<file path="src/rtl/studio2_pkg.sv">
// +----------------------------------------------------------------------+
// | Module   : studio2_pkg                                               |
// | Purpose  : Shared constants, types and key-select helper for the     |
// |            Studio II keypad interface.                               |
// | Revision : 1.0  initial release                                      |
// +----------------------------------------------------------------------+
`default_nettype none

package studio2_pkg;

  // CPU output port that carries the key select (OUT 2)
  localparam logic [2:0] KEY_PORT     = 3'd2;
  // Keys per player pad
  localparam int         NUM_KEYS     = 10;
  // Select value after reset: matches no key
  localparam logic [3:0] KEY_SEL_NONE = 4'hF;
  // Positions of the player flags within the EF contribution
  localparam int         EF_P1        = 2;
  localparam int         EF_P2        = 3;

  typedef logic [NUM_KEYS-1:0] keyvec_t;

  // Bit of a pad vector chosen by a 4-bit select; selects above 9 read 0
  function automatic logic key_pick(input keyvec_t vec, input logic [3:0] sel);
    logic bit_v;
    bit_v = 1'b0;
    for (int i = 0; i < NUM_KEYS; i++) begin
      if (sel == 4'(i)) bit_v = vec[i];
    end
    return bit_v;
  endfunction

endpackage

`default_nettype wire

</file>
<file path="src/rtl/studio2_keypad_debounce.sv">
// +----------------------------------------------------------------------+
// | Module   : studio2_keypad_debounce                                   |
// | Purpose  : Two-flop synchroniser plus optional debounce filter for   |
// |            one 10-key pad. Filter built only with KEYPAD_DEBOUNCE_EN; |
// |            otherwise the synchronised vector is passed straight on.  |
// | Revision : 1.0  initial release                                      |
// +----------------------------------------------------------------------+
`default_nettype none

module studio2_keypad_debounce
  import studio2_pkg::*;
#(
  parameter int DEBOUNCE = 20000,
  parameter int CNT_W    = 16
) (
  input  logic    clk,
  input  logic    reset,
  input  keyvec_t raw_i,
  output keyvec_t stable_o
);

  // Reject configurations the counter cannot represent
  if ((DEBOUNCE < 1) || (DEBOUNCE > 65535) ||
      ((CNT_W < 32) && ((64'd1 << CNT_W) <= 64'(DEBOUNCE)))) begin : g_bad_cfg
    $error("studio2_keypad_debounce: DEBOUNCE/CNT_W out of range");
  end

  keyvec_t sync1_q, sync2_q;

  // Two-flop chain bringing the asynchronous pad lines into the clk domain
  always_ff @(posedge clk or negedge reset) begin
    if (!reset) begin
      sync1_q <= '0;
      sync2_q <= '0;
    end else begin
      sync1_q <= raw_i;
      sync2_q <= sync1_q;
    end
  end

`ifdef KEYPAD_DEBOUNCE_EN
  localparam logic [CNT_W-1:0] CNT_MAX  = CNT_W'(DEBOUNCE);
  localparam logic [CNT_W-1:0] CNT_LAST = CNT_W'(DEBOUNCE - 1);

  keyvec_t          cand_q, cand_d;
  keyvec_t          stable_q, stable_d;
  logic [CNT_W-1:0] cnt_q, cnt_d;

  // Restart the count on any change; commit the candidate once it has held long enough
  always_comb begin
    cand_d   = cand_q;
    cnt_d    = cnt_q;
    stable_d = stable_q;
    if (sync2_q != cand_q) begin
      cand_d = sync2_q;
      cnt_d  = '0;
    end else begin
      if (cnt_q != CNT_MAX) cnt_d = cnt_q + 1'b1;
      if (cnt_q == CNT_LAST) stable_d = cand_q;
    end
  end

  // Candidate, saturating counter and committed vector
  always_ff @(posedge clk or negedge reset) begin
    if (!reset) begin
      cand_q   <= '0;
      cnt_q    <= '0;
      stable_q <= '0;
    end else begin
      cand_q   <= cand_d;
      cnt_q    <= cnt_d;
      stable_q <= stable_d;
    end
  end

  assign stable_o = stable_q;
`else
  assign stable_o = sync2_q;
`endif

endmodule

`default_nettype wire

</file>
<file path="src/rtl/studio2_keypad.sv">
// +----------------------------------------------------------------------+
// | Module   : studio2_keypad                                            |
// | Purpose  : Studio II keypad interface. Latches the key number from   |
// |            OUT 2 and drives EF3/EF4 while the selected key of player |
// |            1/2 is held. Debounce filter enabled by KEYPAD_DEBOUNCE_EN.|
// | Revision : 1.0  initial release                                      |
// +----------------------------------------------------------------------+
`default_nettype none

module studio2_keypad
  import studio2_pkg::*;
#(
  parameter int DEBOUNCE = 20000,
  parameter int CNT_W    = 16
) (
  input  logic       clk,
  input  logic       reset,
  input  logic [9:0] keys_p1,
  input  logic [9:0] keys_p2,
  input  logic       io_out,
  input  logic [2:0] io_n,
  input  logic [7:0] io_dout,
  output logic [3:0] key_sel,
  output logic [3:0] key_ef
);

  keyvec_t    stable_p1, stable_p2;
  logic [3:0] key_sel_q, key_sel_d;
  logic [3:0] key_ef_q, key_ef_d;
  logic       unused_dout_hi;

  // Upper data nibble carries no meaning for the key select
  assign unused_dout_hi = ^io_dout[7:4];

  studio2_keypad_debounce #(
    .DEBOUNCE (DEBOUNCE),
    .CNT_W    (CNT_W)
  ) u_pad_p1 (
    .clk      (clk),
    .reset    (reset),
    .raw_i    (keys_p1),
    .stable_o (stable_p1)
  );

  studio2_keypad_debounce #(
    .DEBOUNCE (DEBOUNCE),
    .CNT_W    (CNT_W)
  ) u_pad_p2 (
    .clk      (clk),
    .reset    (reset),
    .raw_i    (keys_p2),
    .stable_o (stable_p2)
  );

  // Select latch from OUT 2 and per-player EF lookup of the current select
  always_comb begin
    key_sel_d = key_sel_q;
    if (io_out && (io_n == KEY_PORT)) key_sel_d = io_dout[3:0];
    key_ef_d        = '0;
    key_ef_d[EF_P1] = key_pick(stable_p1, key_sel_q);
    key_ef_d[EF_P2] = key_pick(stable_p2, key_sel_q);
  end

  // Select and EF registers
  always_ff @(posedge clk or negedge reset) begin
    if (!reset) begin
      key_sel_q <= KEY_SEL_NONE;
      key_ef_q  <= '0;
    end else begin
      key_sel_q <= key_sel_d;
      key_ef_q  <= key_ef_d;
    end
  end

  assign key_sel = key_sel_q;
  assign key_ef  = key_ef_q;

endmodule

`default_nettype wire

</file>
<file path="config.mk">
export PLATFORM = sky130hd
export DESIGN_NAME = studio2_keypad
export DESIGN_NICKNAME = d
export VERILOG_FILES = /design/src/rtl/studio2_pkg.sv /design/src/rtl/studio2_keypad_debounce.sv /design/src/rtl/studio2_keypad.sv
export SDC_FILE = /design/constraint.sdc
export NUM_CORES = 1
export LEC_CHECK = 0
export ABC_CLOCK_PERIOD_IN_PS = 1400
export CAP_MARGIN = 15
export CORE_ASPECT_RATIO = 0.7
export CORE_MARGIN = 5
export CORE_UTILIZATION = 42
export DETAILED_ROUTE_END_ITERATION = 7
export GPL_TIMING_DRIVEN = 1
export PLACE_DENSITY = 0.76
export SLEW_MARGIN = 20
export SYNTH_ARGS = -nofsm -noshare
export SYNTH_HDL_FRONTEND = slang
export SYNTH_HIERARCHICAL = 1
export SYNTH_SLANG_ARGS = --single-unit
</file>
<file path="constraint.sdc">
create_clock -name clk -period 1.4 [get_ports clk]
set_input_delay 0.35 -clock clk [delete_from_list [all_inputs] [get_ports clk]]
set_output_delay 0.35 -clock clk [all_outputs]
set_load 0.01 [all_outputs]
</file>
==> out/summary.txt <==
Max-slew violations: 0
Commonest non-fill, non-tap cell in the layout: dfrtp_1
Setup crit start: key_sel[1]
Core area: 3510 um2
Clk slew on worst S/H paths: 0.08 ns
IO Pins: 42
Share of cells above drive strength 1: 29.9%
Critical path type: register to register
Clk_lat worst skew: 0.29 ns
Synth Area in XOR/XNOR: 0%
Die W: 82.0 um
Final Cell Area: 2160 um2
Dpl cell area: 2000 um2
Detailed Route Iter0 Violations: 58
RSZ-0062 raised after global routing: true
Final Hold Viols: 0
Crit path to: key_ef[3]
Hold crit path type: register to register
Fmax: 646 MHz
HPWL after detailed placement: 2.00 mm
PortBufs: 35
Global placement routability congestion: 0.837
Max_cap viols: 0
Detail Route Antenna Nets: 0
P&R area growth vs syn: 41.9%
Initial antenna violation count: 0
Seq/Total Area, Yosys: 75.9%
Utilization after layout: 61.5%
Tot Pwr: 2950 uW
PD cells: 1360 nW/um2
Post-synthesis simple-gate area fraction: 9.11%
Die ar.: 4950 um2
Main combinational cell family by area after synthesis: simple AND/OR/NAND/NOR gates
Clk sink count: 46
DR WL/cell: 14.6 um
Final Setup Violations: 2
Leak: 0.000922 uW
Nets@finish: 180
Clk_skew: 0.00380 ns
Reg-to-Reg End: key_ef[3]
Worst-case reg-to-reg path depth: 5
Syn Std Cell Area: 1520 um2
Largest net degree at the start of global routing: 35
R2r setup slk: -0.15 ns
Gr usage total: 12.3%
WP data arrival: 1.76 ns
Critical Path Start Type: register
Via density: 4.62
Outcome: finished with violations
Synth Area per Inst: 16.0 um2
N_diodes: 0
Failing checks: negative setup slack
DRC violations left: 0
Total vias in the final route: 911
Mux contribution to synthesized area: 4.84%
# rows: 18
Crit path required time: 1.61 ns
Total congestion overflow: 0
H-tree Lvls: 2
Vias in the first global route: 980
CTS buffer count: 5
Die height: 60.4 um
CP max stage delay: 0.56 ns
Library cells used by synthesis: 34
Crit-path cells: buf_6 -> nor4bb_2 -> a311oi_1 -> o41ai_4 -> a31oi_1
Starting Density: 43.4%
Clock Path Buffers: 2
Reg2reg start: key_sel[1]
Synth warn: 6
Global-route wire length before repair: 4.42 mm
Peak VDD IR: 0.000827 V
Yosys reg bits: 46
Post-Route WL: 2.88 mm
Slowest CP cell: dfstp_2
Worst setup EP type: register
DRT Pass-1 Iters: 4
Synthesized instance count: 95
Clk root buf: clkbuf_8
Fin crit share: 111%
Worst-path fanout max: 6
CTS tree: done
PnR worst setup slack: -0.148 ns
Min Clock Period, post-route: 1.55 ns
Synth Area in Compound Gates: 6.32%
Post-synthesis adder-cell area fraction: 0%
Final hold slack: 0.351 ns
Most frequent cells in the layout: dfrtp_1 (42), clkdlybuf4s50_1 (28), buf_4 (9)
[through the flow]
| step | std cells | TNS, ns | setup slack, ns |
|---|---|---|---|
| 2_1_floorplan | 96 | 0 | 0.00333 |
| 3_3_place_gp | 185 | -0.498 | -0.127 |
| 3_5_place_dp | 185 | -0.649 | -0.157 |
| 4_1_cts | 195 | -0.145 | -0.0737 |
| 5_1_grt | 197 | -0.430 | -0.193 |
| 6_report | 197 | -0.211 | -0.148 |
[where the power goes]
part	switching (uW)	internal, uW
Clock	400	352
Sequential	57.5	1450
Combinational	299	385
[repair_timing]
action	4_1_cts	5_1_grt
gates resized for setup	22	8
pin swaps	3	4
cloned	0	0
buffers inserted	1	2
hold buffers	1	0
endpoints found under the setup margin	8	4
hold endpoints to repair	8	0
[flip-flops by register name (all words and copies together), names as in the netlist]
name               flops
key_sel                4
u_pad_p2/stable_o     10
u_pad_p1/sync1_q      10
u_pad_p2/sync1_q      10
u_pad_p1/stable_o     10
key_ef                 2
[worst min-delay path by stage]
stage | start | to | slack [ns] | depth (start not counted)
global placement | reset | key_ef[2] | 0.25 | 1
CTS | u_pad_p1/sync1_q[0] | u_pad_p1/stable_o[0] | 0.35 | 0
finish | u_pad_p1/sync1_q[0] | u_pad_p1/stable_o[0] | 0.35 | 0
floorplan | reset | key_ef[2] | 0.05 | 0
detailed placement | reset | key_ef[2] | 0.26 | 1
global route | u_pad_p2/sync1_q[7] | u_pad_p2/stable_o[7] | 0.36 | 0
[synthesized netlist by cell type]
library cell | number | area (um2)
o22ai_1 | 1 | 6.26
inv_2 | 1 | 3.75
nand3b_1 | 1 | 7.51
nor3b_2 | 1 | 12.5
a211oi_1 | 1 | 7.51
inv_1 | 1 | 3.75
nor4bb_1 | 2 | 20.0
nand2_1 | 4 | 15.0
clkbuf_2 | 1 | 5.00
and4_1 | 1 | 8.76
and4_4 | 1 | 11.3
o41ai_1 | 1 | 8.76
o21ai_0 | 5 | 25.0
nand2b_2 | 1 | 8.76
a22oi_1 | 1 | 7.51
buf_6 | 2 | 22.5
dfrtp_1 | 42 | 1050
o31ai_1 | 1 | 7.51
buf_2 | 1 | 5.00
nand2b_1 | 1 | 6.26
nor4b_2 | 1 | 15.0
buf_4 | 2 | 15.0
mux2i_1 | 4 | 40.0
nor2_1 | 1 | 3.75
nor3b_1 | 1 | 7.51
mux2_2 | 3 | 33.8
nor3_1 | 2 | 10.0
a21oi_1 | 2 | 10.0
conb_1 | 1 | 3.75
o221ai_1 | 1 | 8.76
and4bb_2 | 1 | 12.5
a311oi_1 | 1 | 8.76
dfstp_2 | 4 | 105
a31oi_1 | 1 | 6.26
[logic make-up (layout without fill, tap and decap cells)]
logic type,after synthesis,count (layout)
buffers and inverters,8,59
AO/OA/AOI/OAI,15,15
flip-flops,46,46
other,1,2
multiplexers,7,7
AND/OR/NAND/NOR,18,18
[metal layers]
| metal | GRT usage, % | wire length, um | vias to the layer above |
|---|---|---|---|
| met4 | 6.40 | 40 | 0 |
| met2 | 18.5 | 1430 | 44 |
| li1 | - | - | 427 |
| met3 | 4.90 | 306 | 5 |
| met1 | 15.5 | 1100 | 435 |
| met5 | 0 | 0 | - |
[critical path, delay by kind of cell (launching register included)]
family	cells	cell delay, ns
AND/OR/NAND/NOR	1	0.04
buffers and inverters	1	0.12
flip-flops	1	0.56
AO/OA/AOI/OAI	3	0.74
[final cells by class]
type                       count  area (um2)
fill                         264        1350
sequential                    46        1160
timing repair buffer          49         463
multi-input combinational     42         379
clock buffer                   6        72.6
tap                           50        62.6
inverter                       2        15.0
clock inverter                 2        13.8
(Power assumes the default switching activity.)
